**config.mk**
```make
export PLATFORM = sky130hd
export DESIGN_NAME = csr_counter_bank
export DESIGN_NICKNAME = d
export VERILOG_FILES = /design/src/rtl/csr_counter_bank.sv
export SDC_FILE = /design/constraint.sdc
export NUM_CORES = 1
export LEC_CHECK = 0
export ABC_AREA = 1
export BUFFER_PORTS_ARGS = -buffer_cell sky130_fd_sc_hd__buf_2
export CAP_MARGIN = 0
export CELL_PAD_IN_SITES_DETAIL_PLACEMENT = 0
export CELL_PAD_IN_SITES_GLOBAL_PLACEMENT = 1
export CORE_MARGIN = 2
export CORE_UTILIZATION = 44
export CTS_CLUSTER_DIAMETER = 200
export DETAILED_ROUTE_END_ITERATION = 12
export PLACE_DENSITY_LB_ADDON = 0.1
export SLEW_MARGIN = 20
export SYNTH_ARGS = -nofsm -noshare
export SYNTH_HDL_FRONTEND = slang
export SYNTH_SLANG_ARGS = --single-unit
```
**constraint.sdc**
```tcl
create_clock -name CLK -period 2.55 [get_ports CLK]
set_input_delay 0.1275 -clock CLK [delete_from_list [all_inputs] [get_ports CLK]]
set_output_delay 0.1275 -clock CLK [all_outputs]
set_load 0.02 [all_outputs]
```
**src/rtl/csr_counter_bank.sv**
```systemverilog
// Performance-counter bank: cycle, instret and N_EVT event counters with per-counter
// inhibit, sticky overflow and XLEN-half software writes.

module csr_counter_cell #(
  parameter int CW   = 64,
  parameter int XLEN = 32
) (
  input  logic            CLK,
  input  logic            RSTn,
  input  logic            inc,
  input  logic            wr,
  input  logic            wr_hi,
  input  logic [XLEN-1:0] wr_data,
  output logic [CW-1:0]   cnt,
  output logic            ovf
);
  always_ff @(posedge CLK or negedge RSTn) begin
    if (!RSTn) begin
      cnt <= '0;
      ovf <= 1'b0;
    end else if (wr) begin
      // software write wins over a same-cycle increment and clears the sticky flag
      if (wr_hi) cnt[CW-1:XLEN] <= wr_data;
      else       cnt[XLEN-1:0]  <= wr_data;
      ovf <= 1'b0;
    end else if (inc) begin
      cnt <= cnt + CW'(1);
      if (&cnt) ovf <= 1'b1;
    end
  end
endmodule

module csr_counter_bank #(
  parameter  int CW    = 64,
  parameter  int XLEN  = 32,
  parameter  int N_EVT = 4,
  localparam int N_CNT = N_EVT + 2,
  localparam int IW    = $clog2(N_CNT)
) (
  input  logic             CLK,
  input  logic             RSTn,
  input  logic             retire,
  input  logic             stall,
  input  logic             flush,
  input  logic [N_EVT-1:0] evt,
  input  logic             inhibit_we,
  input  logic [N_CNT-1:0] inhibit_wdata,
  output logic [N_CNT-1:0] inhibit,
  input  logic             wr_en,
  input  logic [IW-1:0]    wr_idx,
  input  logic             wr_hi,
  input  logic [XLEN-1:0]  wr_data,
  input  logic [IW-1:0]    rd_idx,
  input  logic             rd_hi,
  output logic [XLEN-1:0]  rd_data,
  output logic [N_CNT-1:0] ovf
);
  logic                       armed;
  logic [N_CNT-1:0]           cond, inc, wr;
  logic [N_CNT-1:0][CW-1:0]   cnt;

  // armed holds off instret/event counting for the first edge after reset
  always_ff @(posedge CLK or negedge RSTn) begin
    if (!RSTn) begin
      armed   <= 1'b0;
      inhibit <= '0;
    end else begin
      armed <= 1'b1;
      if (inhibit_we) inhibit <= inhibit_wdata;
    end
  end

  assign cond = {evt & {N_EVT{armed}}, armed & retire & ~stall & ~flush, 1'b1};
  assign inc  = cond & ~inhibit;

  for (genvar g = 0; g < N_CNT; g++) begin : g_cnt
    // out-of-range indices never match, so such writes fall away
    assign wr[g] = wr_en && (wr_idx == IW'(g));
    csr_counter_cell #(.CW(CW), .XLEN(XLEN)) u_cell (
      .CLK     (CLK),
      .RSTn    (RSTn),
      .inc     (inc[g]),
      .wr      (wr[g]),
      .wr_hi   (wr_hi),
      .wr_data (wr_data),
      .cnt     (cnt[g]),
      .ovf     (ovf[g])
    );
  end

  always_comb begin
    rd_data = '0;
    for (int i = 0; i < N_CNT; i++)
      if (rd_idx == IW'(i)) rd_data = rd_hi ? cnt[i][CW-1:XLEN] : cnt[i][XLEN-1:0];
  end
endmodule

```
==> metrics.yaml <==
viasPerCell: 5.85
wl_per_cell_um: 24.9
internal_power_uw: 16000
maxCapViolCount: 0
yosys.area.top_type: "dfrtp_1"
path_max_fanout: 5
hold_viol_final: 1
yosys-top-cells-area: "dfrtp_1, nand2_1, nor2_1"
setup_ws_ns: -0.0872
wl_um: 182000
async_flop_share_pct: 100
setup_violations: 9
finalSetupTns_ns: -0.409
r2r_slack_ns: 0.14
cts_tree: "yes"
fin_total_pwr_uw: 29800
overflow: 0
power.share.clock_pct: 27.2
grt_max_degree: 76
power_frac_comb_pct: 34.5
detail-route-antenna-nets: 0
cts.sinks: 397
final_cells: 7288
grt_pass1_vias: 39200
ys_ff_latch: 397
drc: 0
grt_pass1_wl_um: 260000
num_vias: 42600
area_growth_syn_to_layout_pct: 14.3
io_pins: 101
critPathKind: "reg2out"
p_per_area_nw_per_um2: 764
period_needed_ns: 2.64
die_x_um: 283
rr_worst_depth: 11
avgSynthCellArea_um2: 5.64
p_sw_share_pct: 46.4
max_freq_mhz: 379
rows: 102
mostFrequentLayoutCells: "nand2_1, nor2_1, o21ai_0, inv_1, dfrtp_1"
drv_slew: 0
coreArea_um2: 77100
ys_types: 55
cts-root-buf: "clkbuf_16"
cts.htree.levels: 2
slew-limit-headroom_pct: 25.8
status: "finished with violations"
grt_setup_unrepaired: "yes"
numCtsBuffers: 53
grt_usage_pct: 44.6
synth_fp_nets: 6120
yosysTopAreaCellShare_pct: 29.1
critPathArrivalTime_ns: 2.51
final_common_cell: "nand2_1"
clk_pin_slew_ns: 0.06
clock_latency_ns: 0.66
endpoint: "rd_data[24]"
place_congestion: 1.08
yosysWarnings: 0
worst_pin_slew_ns: 1.11
p_seq_share_pct: 38.3
fin_nets: 6264
skew_ns: 0.0438
required_ns: 2.42
timing.final.crit_share_pct: 103
violations: "hold timing, setup timing"
die-height_um: 283
startpoint: "g_cnt[0].u_cell.cnt[56]"
reg2reg_from: "g_cnt[1].u_cell.cnt[0]"
p_sw_uw: 13800
synth_cells: 6057
first_pass_iters: 6
die-area_um2: 79800
ir_drop_v: 0.000547
placed_cells: 7150
port_buffers: 100
hold_ws_ns: -0.00759
syn_area_um2: 34100
dp_hpwl_um: 141000
seq_area_frac_synth_pct: 29.1
drtIter0Drc: 4930
timing.rr.end: "g_cnt[1].u_cell.cnt[44]"
cp-end-kind: "output pin"
initial_utilization_pct: 44.3
synth_edf_count: 0
synth_top_flop_cell: "dfrtp_1"
startpoint_type: "flip-flop"
clockBufferDepth: 3
hold_path.class: "in2async"
leakagePower_uw: 0.0178
layout-drive-gt1-share_pct: 7.91
antenna_found_initial: 11
-- worst min-delay path by stage --
stage	slack, ns	endpoint	from
6_report	-0.008	g_cnt[1].u_cell.ovf	RSTn
5_1_grt	0.04	g_cnt[5].u_cell.cnt[5]	wr_data[5]
4_1_cts	0.005	g_cnt[5].u_cell.cnt[5]	wr_data[5]
3_5_place_dp	0.09	g_cnt[1].u_cell.ovf	RSTn
3_3_place_gp	0.08	g_cnt[1].u_cell.ovf	RSTn
2_1_floorplan	-0.17	armed	RSTn
-- registers in the layout, indices dropped and copies added (netlist names) --
register,count
armed,1
g_cnt.u_cell.ovf,6
g_cnt.u_cell.cnt,384
inhibit,6
-- through the flow --
stage          hold WS (ns)  setup slack [ns]  area [µm²]  util [%]
2_1_floorplan        -0.168             0.762       34100         -
3_3_place_gp         0.0840            0.0108       36500      47.4
3_5_place_dp         0.0903           0.00594       36500      47.4
4_1_cts             0.00479           0.00184       38800      50.3
5_1_grt              0.0438           -0.0790       39000      50.6
6_report           -0.00759           -0.0872       39000      50.6
-- critical path: stages (launching register included) --
cell and delay [ns]:
dfrtp_2 0.47, nand2_1 0.10, o21ai_0 0.17, a22o_2 0.35, a21oi_4 0.21, nand4_1 0.30
buf_6 0.25
-- power by group through the flow --
stage	Combinational, µW	Sequential, µW	Clock (µW)
2_1_floorplan	6400	9740	0
3_3_place_gp	9640	11300	0
3_5_place_dp	9730	11300	0
4_1_cts	9900	11200	8100
5_1_grt	11300	11500	8320
6_report	10300	11400	8110
-- synthesized netlist by cell type (26+ instances only) --
cell type and n:
nor2_1 1353, o211ai_1 77, a21oi_1 292, nand3_1 164, nand4_1 59, a31oi_1 50, inv_1 469, nor3_1 49
nand2_1 2199, o22ai_1 26, buf_2 65, dfrtp_1 397, clkbuf_1 97, o21ai_0 492, xor2_1 33
-- kinds of logic after synthesis --
kind of cell	Yosys count	synth area share, %
other	1	0.0110
flip-flops	397	29.1
AND/OR/NAND/NOR	3893	44.9
buffers and inverters	685	7.99
XOR/XNOR	39	1.00
AO/OA/AOI/OAI	1029	16.6
adder cells (fa/ha/maj)	6	0.220
multiplexers	7	0.209
-- routing by layer --
layer | vias to the layer above | GRT usage, % | share of wire, %
li1 | 19600 | - | -
met1 | 19900 | 55.9 | 38
met2 | 2436 | 68.6 | 43
met3 | 612 | 7.92 | 9.7
met4 | 8 | 33.6 | 8.8
met5 | - | 0 | 0.058
-- layout make-up --
| cell class | instances | area, µm² |
|---|---|---|
| diodes | 4 | 10.0 |
| clock buffers | 87 | 1680 |
| clock inverters | 11 | 134 |
| fillers | 8508 | 38100 |
| inverters | 492 | 1850 |
| multi-input cells | 4975 | 21800 |
| flip-flops and latches | 397 | 9950 |
| well taps | 1040 | 1300 |
| repair buffers | 282 | 2270 |
-- what timing repair did --
item                                    in CTS  in global routing
buffers inserted                             1                  5
endpoints found under the setup margin      26                 29
resized for setup                           50                 53
pin swaps                                    5                 11
hold buffers                                31                  0
endpoints found under the hold margin      339                  0
Power figures use the tool's default switching activity.
